### src/rtl/alu_pkg.sv
// Shared ALU definitions: data widths, opcode set and sweep-driver FSM states.
// Used by alu_sweep_driver (optional macro ALU_SWEEP_SIGNATURE_EN lives there).
package alu_pkg;

   localparam int WIDTH_DEF = 8;
   localparam int SEL_W_DEF = 4;

   typedef enum logic [3:0] {
      OP_ADD  = 4'd0,
      OP_ADC  = 4'd1,
      OP_SUB  = 4'd2,
      OP_SBB  = 4'd3,
      OP_AND  = 4'd4,
      OP_OR   = 4'd5,
      OP_XOR  = 4'd6,
      OP_NOT  = 4'd7,
      OP_SHL  = 4'd8,
      OP_SHR  = 4'd9,
      OP_ROL  = 4'd10,
      OP_ROR  = 4'd11,
      OP_INC  = 4'd12,
      OP_DEC  = 4'd13,
      OP_PASA = 4'd14,
      OP_PASB = 4'd15
   } alu_op_e;

   typedef logic [1:0] state_t;

   localparam state_t IDLE  = 2'd0;
   localparam state_t DRIVE = 2'd1;
   localparam state_t RESP  = 2'd2;

endpackage

### src/rtl/alu_sweep_driver.sv
// Drives one operand pair through NUM_OPS consecutive ALU opcodes, one record each.
// Define ALU_SWEEP_SIGNATURE_EN to add the sig/sig_carry result fold outputs.
module alu_sweep_driver
   import alu_pkg::*;
#(
   parameter int WIDTH     = WIDTH_DEF,
   parameter int SEL_W     = SEL_W_DEF,
   parameter int FIRST_SEL = 1,
   parameter int NUM_OPS   = 4
) (
   input  logic             clk,
   input  logic             rst_n,
   input  logic             cmd_valid,
   output logic             cmd_ready,
   input  logic [WIDTH-1:0] cmd_a,
   input  logic [WIDTH-1:0] cmd_b,
   output logic [WIDTH-1:0] alu_a,
   output logic [WIDTH-1:0] alu_b,
   output logic [SEL_W-1:0] alu_sel,
   input  logic [WIDTH-1:0] alu_out,
   input  logic             alu_carry,
   output logic             res_valid,
   input  logic             res_ready,
   output logic [WIDTH-1:0] res_data,
   output logic             res_carry,
   output logic [SEL_W-1:0] res_sel,
   output logic             res_last,
   output logic             busy
`ifdef ALU_SWEEP_SIGNATURE_EN
   ,
   output logic [WIDTH-1:0] sig,
   output logic             sig_carry
`endif
);

   localparam int CNT_W = $clog2(NUM_OPS + 1);
   localparam logic [CNT_W-1:0] LAST_CNT = CNT_W'(NUM_OPS - 1);
   localparam logic [SEL_W-1:0] SEL0 = SEL_W'(FIRST_SEL);

   state_t           state;
   logic [CNT_W-1:0] cnt;
   logic             cmd_fire;
   logic             res_fire;

   assign cmd_ready = (state == IDLE);
   assign busy      = (state != IDLE);
   assign cmd_fire  = cmd_valid && cmd_ready;
   assign res_fire  = res_valid && res_ready;

   always_ff @(posedge clk or negedge rst_n) begin
      if (!rst_n) begin
         state     <= IDLE;
         cnt       <= '0;
         alu_a     <= '0;
         alu_b     <= '0;
         alu_sel   <= '0;
         res_valid <= 1'b0;
         res_data  <= '0;
         res_carry <= 1'b0;
         res_sel   <= '0;
         res_last  <= 1'b0;
      end else begin
         unique case (state)
            IDLE: begin
               if (cmd_fire) begin
                  alu_a   <= cmd_a;
                  alu_b   <= cmd_b;
                  alu_sel <= SEL0;
                  cnt     <= '0;
                  state   <= DRIVE;
               end
            end
            // ALU output has settled from the operands registered last edge
            DRIVE: begin
               res_data  <= alu_out;
               res_carry <= alu_carry;
               res_sel   <= alu_sel;
               res_last  <= (cnt == LAST_CNT);
               res_valid <= 1'b1;
               state     <= RESP;
            end
            RESP: begin
               if (res_fire) begin
                  res_valid <= 1'b0;
                  if (res_last) begin
                     state <= IDLE;
                  end else begin
                     alu_sel <= alu_sel + 1'b1;
                     cnt     <= cnt + 1'b1;
                     state   <= DRIVE;
                  end
               end
            end
            default: state <= IDLE;
         endcase
      end
   end

`ifdef ALU_SWEEP_SIGNATURE_EN
   always_ff @(posedge clk or negedge rst_n) begin
      if (!rst_n) begin
         sig       <= '0;
         sig_carry <= 1'b0;
      end else if (cmd_fire) begin
         sig       <= '0;
         sig_carry <= 1'b0;
      end else if (res_fire) begin
         sig       <= {sig[WIDTH-2:0], sig[WIDTH-1]} ^ res_data;
         sig_carry <= sig_carry ^ res_carry;
      end
   end
`endif

endmodule

### config.mk
export PLATFORM = sky130hd
export DESIGN_NAME = alu_sweep_driver
export DESIGN_NICKNAME = d
export VERILOG_FILES = /design/src/rtl/alu_pkg.sv /design/src/rtl/alu_sweep_driver.sv
export SDC_FILE = /design/constraint.sdc
export NUM_CORES = 1
export LEC_CHECK = 0
export BUFFER_PORTS_ARGS = -buffer_cell sky130_fd_sc_hd__buf_2
export CORE_ASPECT_RATIO = 1.5
export CORE_MARGIN = 3
export CORE_UTILIZATION = 42
export CTS_CLUSTER_DIAMETER = 40
export DETAILED_ROUTE_END_ITERATION = 6
export GPL_ROUTABILITY_DRIVEN = 0
export PLACE_DENSITY = 0.75
export SYNTH_ARGS = -nofsm -noshare
export SYNTH_HDL_FRONTEND = slang
export SYNTH_SLANG_ARGS = --single-unit
export TNS_END_PERCENT = 1
### constraint.sdc
create_clock -name clk -period 1.35 [get_ports clk]
set_input_delay 0.2025 -clock clk [delete_from_list [all_inputs] [get_ports clk]]
set_output_delay 0.2025 -clock clk [all_outputs]
set_load 0.02 [all_outputs]
==> qor.yml, run 1 <==
timing:
  max_freq_mhz: 721.4
  tns_ns: -0.1147
  rsz0062_at_grt: "yes"
  tightest_slew_ns: 0.3788
  setup_viol: 5
  setup_slack_ns: -0.03624
  fin_skew_ns: 0.003600
  hold_violations: 0
  fin_crit_sh_pct: 102.7
  finalCriticalPeriod_ns: 1.386
  report.final.slew_viol_count: 0
  relSlewSlack_pct: 74.74
cells_and_area:
  final_area_sq_um: 2225
  diodes: 0
  nFillCells: 329
  multi_input_area_sq_um: 631.9
  drive_gt1_share_pct: 58.64
  fin_nets: 223
  area_delta_synth_final_pct: 36.66
  regArea_sq_um: 1003
yosys:
  synth_warnings: 0
  yosys.area_share.simple_pct: 6.841
  avgSynthCellArea_sq_um: 14.53
  synthAdderAreaFrac_pct: 2.306
  synth_xor_area_share_pct: 0.5380
  synth_top_family_by_area: "multiplexers"
  synthCells: 112
  synth_mux_area_share_pct: 21.37
  yosysUniqueCellTypes: 27
  yosysSeqAreaShare_pct: 61.49
  ys_seq_elements: 40
  synth.net_count: 144
  synth_compound_area_share_pct: 4.151
  synth.cell_area_sq_um: 1628
clocking:
  numClockSinks: 40
  path_clk_slew_ns: 0.07
  cts_buffers: 5
  cts_root_buf: "clkbuf_8"
  cts_tree: "done"
  clk_latency_ns: 0.28
  htreeDepth: 2
  clk_path_buf_depth: 2
global_route:
  antenna_found_initial: 0
  grt_pass1_wl_microns: 5313
  track_usage_pct: 15.15
  grt_pass1_vias: 1204
  grt_overflow_total: 0
  grt_max_degree: 26
die:
  dieWidth_microns: 56.83
  fp-row-count: 27
  dieArea_sq_um: 4674
  design.core.area_sq_um: 3716
  pin_count: 66
  die_h_microns: 82.25
  start_util_pct: 43.80
critical_path:
  arrival_ns: 1.55
  cp-start-kind: "flop"
  timing.reg2reg.setup_slack_ns: -0.04
  worstPathRequired_ns: 1.52
  reg2reg_from: "state[0]$_DFFE_PN0P_"
  critical_path_class: "reg2reg"
  path_max_fanout: 5
  ff2ff_path_depth: 3
  end_kind: "flop"
  worstReg2RegEnd: "alu_sel[2]$_DFFE_PN0P_"
power_and_ir_drop:
  p_switching_mw: 2.056
  vdd_drop_max_mv: 1.544
  seq_power_share_pct: 38.5
  powerDensity_nw_per_um2: 2405
  power_mw: 5.351
  switching_share_pct: 38.43
  leakagePower_nw: 1.125
  comb_power_share_pct: 48.2
  p_clk_share_pct: 13.4
  p_int_mw: 3.295
drt:
  top_layer: "met4"
  vias: 1173
  via_per_inst: 5.013
  dr_wl_met3_microns: 235
  ant_nets: 0
  drt_iter0_markers: 37
  wl_per_cell_microns: 14.44
  first_pass_iters: 3
  wl_met2_microns: 1921
  drt-met1-wl_microns: 1192
  drc: 0
  wirelength_microns: 3378
min_path:
  min_path_type: "in2reg"
  holdPathEnd: "res_data[5]$_DFFE_PN0P_"
  min_path_cells: 2
  worstHoldStart: "alu_out[5]"
outcome:
  failed_checks: "setup timing"
  status: "complete, but fails checks"
placement:
  dp_hpwl_microns: 2591
  place_area_sq_um: 2044
  io_buffers: 65
  place_ws_ns: -0.04101
job:
  maxCapViolations: 0
[kinds of logic after synthesis]
| kind of cell | after synthesis |
|---|---|
| AO/OA/AOI/OAI | 10 |
| flip-flops | 40 |
| XOR/XNOR | 1 |
| buffers and inverters | 9 |
| multiplexers | 31 |
| adder cells (fa/ha/maj) | 3 |
| AND/OR/NAND/NOR | 18 |
[cell usage after synthesis]
| cell type | instances | area, sq um |
|---|---|---|
| mux2i_1 | 1 | 10.01 |
| a21o_1 | 1 | 7.510 |
| dfrtp_1 | 40 | 1001 |
| inv_1 | 5 | 18.77 |
| a221o_1 | 1 | 10.01 |
| o21ai_0 | 4 | 20.02 |
| or3_1 | 1 | 6.260 |
| nand2_1 | 2 | 7.510 |
| buf_6 | 2 | 22.52 |
| nand3_1 | 3 | 15.01 |
| ha_1 | 3 | 37.54 |
| nor4b_1 | 1 | 8.760 |
| and4b_1 | 1 | 10.01 |
| mux2_1 | 7 | 78.83 |
| a22o_1 | 1 | 8.760 |
| buf_2 | 1 | 5.000 |
| nor2b_1 | 3 | 18.77 |
| o31ai_1 | 1 | 7.510 |
| nand4b_1 | 1 | 8.760 |
| mux2_2 | 23 | 259.0 |
| nor2_1 | 3 | 11.26 |
| nand2b_1 | 2 | 12.51 |
| a21oi_2 | 1 | 8.760 |
| a21oi_1 | 1 | 5.000 |
| xnor2_1 | 1 | 8.760 |
| buf_4 | 1 | 7.510 |
| nor3b_2 | 1 | 12.51 |
[state kept, by name, summed over array words and instances, names as in the netlist]
signal     flops
alu_a          8
res_carry      1
res_last       1
state          2
res_sel        4
alu_b          8
cnt            3
alu_sel        4
res_valid      1
res_data       8
[critical path, stage by stage, from the launching register on]
cell and delay (ns):
dfrtp_2 0.44, and4b_1 0.39, a21oi_4 0.11, a221o_1 0.33
[metrics by stage]
stage | std cells | hold slack (ns) | util (%)
CTS | 233 | 0.1243 | 57.98
floorplan | 112 | -0.09309 | -
finish | 234 | 0.1352 | 59.87
global route | 234 | 0.1319 | 59.87
global placement | 224 | 0.1302 | 55.02
detailed placement | 224 | 0.1404 | 55.02
[cell type report]
type                            count  share of cell area (%)
Multi-Input combinational cell     63                   28.40
Inverter                            5                  0.8436
Timing Repair Buffer               76                   19.74
Clock inverter                      1                  0.2250
Tap cell                           43                   2.418
Sequential cell                    40                   45.11
Clock buffer                        6                   3.262
[per-layer routing]
metal / vias up / track usage, %
li1: 544 / -
met1: 578 / 15.49
met2: 47 / 27.55
met3: 4 / 5.132
met4: 0 / 7.425
met5: - / 0
[power by group through the flow]
stage	combinational [mW]	clock (mW)	sequential, mW
global route	2.77	0.801	2.14
global placement	2.30	0	2.01
finish	2.58	0.715	2.06
detailed placement	2.38	0	2.06
CTS	2.45	0.750	2.04
floorplan	0.953	0	2.63
[what timing repair did]
item,CTS,global route
endpoints found under the setup margin,20,38
hold buffers,1,0
buffers inserted,1,1
gates resized for setup,5,18
pin swaps,0,3
hold endpoints to repair,15,0
[how the worst max path moves through the flow]
stage	slack (ns)	startpoint	depth (start not counted)	endpoint
CTS	-0.04	state[1]$_DFFE_PN0P_	3	alu_a[0]$_DFFE_PN0P_
floorplan	0.05	state[1]$_DFFE_PN0P_	3	alu_a[0]$_DFFE_PN0P_
detailed placement	-0.04	state[1]$_DFFE_PN0P_	4	alu_sel[2]$_DFFE_PN0P_
finish	-0.04	state[0]$_DFFE_PN0P_	3	alu_sel[2]$_DFFE_PN0P_
global route	-0.09	state[0]$_DFFE_PN0P_	4	busy
global placement	0.04	cnt[0]$_DFFE_PN0P_	4	cnt[2]$_DFFE_PN0P_
[layout by cell type, fill, tap and decap left out, drive strengths merged, types with 2 or more instances in the layout]
cell    netlist  layout
ha            3       3
nor2b         3       3
a21oi         2       2
nand2b        2       2
inv           5       5
dfrtp        40      40
nand3         3       3
mux2         30      30
clkbuf        0       6
o21ai         4       4
nand2         2       2
buf           4      75
nor2          3       3
Note: power is estimated with default switching activity, not from simulation.
==> run 2, diff against run 1 <==
--- a/config.mk
+++ b/config.mk
@@ -12,6 +12,8 @@
 export CTS_CLUSTER_DIAMETER = 40
 export DETAILED_ROUTE_END_ITERATION = 6
 export GPL_ROUTABILITY_DRIVEN = 0
+export GPL_TIMING_DRIVEN = 0
+export MAX_ROUTING_LAYER = met4
 export PLACE_DENSITY = 0.75
 export SYNTH_ARGS = -nofsm -noshare
 export SYNTH_HDL_FRONTEND = slang
==> run 2 against run 1 <==
  * Count of clock-buffer cells in the layout shrank 1
  * Core utilization shrank 2.1 points
  * Largest cell class unchanged
  * The run still ends with setup timing left
  * Sequential share of layout area grew 1.6 points
  * Cell area shrank 3.4%
  * Critical path type unchanged
  * Global-route usage grew 0.68 points
==> qor.yml, run 2 (same netlist as run 1, synthesis figures left out) <==
cells_and_area:
  diodes: 0
  final_area_sq_um: 2148
  final_cells: 228
  reg_top3: "alu_a: 8 flops, alu_b: 8 flops, res_data: 8 flops"
  regArea_sq_um: 1003
  area_delta_synth_final_pct: 31.98
  drive_gt1_share_pct: 57.30
  multi_input_area_sq_um: 614.3
  layout_commonest_cell: "buf_2"
  final_util_pct: 57.81
  mostFrequentLayoutCells: "buf_2, dfrtp_1, mux2_2"
  fin_nets: 216
  nFillCells: 330
placement:
  dp_hpwl_microns: 2563
  place_inst: 220
  place_ws_ns: -0.1563
  place_area_sq_um: 2007
  io_buffers: 65
drt:
  ant_nets: 0
  first_pass_iters: 4
  wirelength_microns: 3471
  via_per_inst: 5.114
  vias: 1166
  wl_per_cell_microns: 15.22
  drc: 0
  drt_iter0_markers: 25
timing:
  max_freq_mhz: 708.5
  report.final.slew_viol_count: 0
  finalCriticalPeriod_ns: 1.412
  fin_skew_ns: 0.009685
  setup_slack_ns: -0.06150
  tightest_slew_ns: 0.8993
  rsz0062_at_grt: "yes"
  relSlewSlack_pct: 40.05
  hold_violations: 0
  fin_crit_sh_pct: 104.6
  setup_viol: 26
power_and_ir_drop:
  vdd_drop_max_mv: 1.443
  powerDensity_nw_per_um2: 2455
  power_mw: 5.274
  leakagePower_nw: 1.087
critical_path:
  reg2reg_from: "state[0]$_DFFE_PN0P_"
  path_max_fanout: 10
  ff2ff_path_depth: 4
  slowest_stage: "dfrtp_2"
  worstReg2RegEnd: "res_carry$_DFFE_PN0P_"
  cp-startpoint: "state[0]$_DFFE_PN0P_"
  timing.reg2reg.setup_slack_ns: -0.06
  cp_cell_sequence: "nor2b_1 -> buf_6 -> buf_6 -> mux2_1"
  worstPathRequired_ns: 1.52
  cp-start-kind: "flop"
  crit_top_cell: "buf_6"
  arrival_ns: 1.58
  critical_path_class: "reg2reg"
  crit_buf_inv: 2
  critPathTopFamily: "flip-flops"
  end_kind: "flop"
  cp_slowest_stage_delay_ns: 0.45
die:
  fp-row-count: 27
  dieArea_sq_um: 4674
  die_h_microns: 82.25
  dieWidth_microns: 56.83
  pin_count: 66
  start_util_pct: 43.80
  design.core.area_sq_um: 3716
clocking:
  cts_buffers: 5
  clk_path_buf_depth: 2
  htreeDepth: 2
  cts_root_buf: "clkbuf_8"
  path_clk_slew_ns: 0.08
  numClockSinks: 40
  post_cts_buffers: 0
  cts_tree: "done"
  clk_latency_ns: 0.29
global_route:
  track_usage_pct: 15.83
  grt_max_degree: 41
  antenna_found_initial: 0
  grt_pass1_vias: 1230
  grt_overflow_total: 0
  grt_pass1_wl_microns: 5506
outcome:
  status: "complete, but fails checks"
  failed_checks: "setup timing"
min_path:
  min_path_type: "in2async"
job:
  maxCapViolations: 0
-- run 2: worst max path at each step --
stage / slack, ns / cells past startpoint / endpoint
finish: -0.06 / 4 / res_carry$_DFFE_PN0P_
global route: -0.13 / 4 / alu_sel[2]$_DFFE_PN0P_
CTS: -0.07 / 4 / alu_sel[2]$_DFFE_PN0P_
detailed placement: -0.16 / 3 / alu_a[0]$_DFFE_PN0P_
global placement: -0.06 / 3 / alu_b[6]$_DFFE_PN0P_
floorplan: 0.05 / 3 / alu_a[0]$_DFFE_PN0P_
-- run 2: per-layer routing --
layer / part of all wire [%] / global-route usage [%] / up-vias
met5: 0 / - / -
met4: 1.8 / 8.353 / 0
met3: 7.0 / 4.199 / 8
met2: 54 / 27.66 / 49
met1: 37 / 16.30 / 578
li1: - / - / 531
-- run 2: power breakdown --
group          switching, mW  internal [mW]  leakage, nW
Clock                  0.414          0.360       0.0479
Sequential             0.342           1.73        0.485
Combinational           1.32           1.11        0.554
-- run 2: what timing repair did --
item / in CTS / in global routing
hold buffers: 0 / 0
gates resized for setup: 11 / 5
endpoints found under the setup margin: 30 / 31
pin swaps: 3 / 1
-- run 2: through the flow --
stage / setup TNS, ns / hold WS [ns]
6_report: -0.7716 / 0.03832
2_1_floorplan: 0 / -0.09309
3_5_place_dp: -2.354 / 0.3775
5_1_grt: -2.519 / 0.07958
4_1_cts: -1.214 / 0.05905
3_3_place_gp: -0.5686 / 0.3408
-- run 2: area by class of cell --
type / count / area share [%]
plain buffers: 4 / 2.097
clock buffers: 5 / 3.203
clock inverters: 3 / 0.8736
inverters: 5 / 0.8736
multi-input cells: 63 / 28.60
flip-flops and latches: 40 / 46.71
well taps: 43 / 2.504
repair buffers: 65 / 15.14
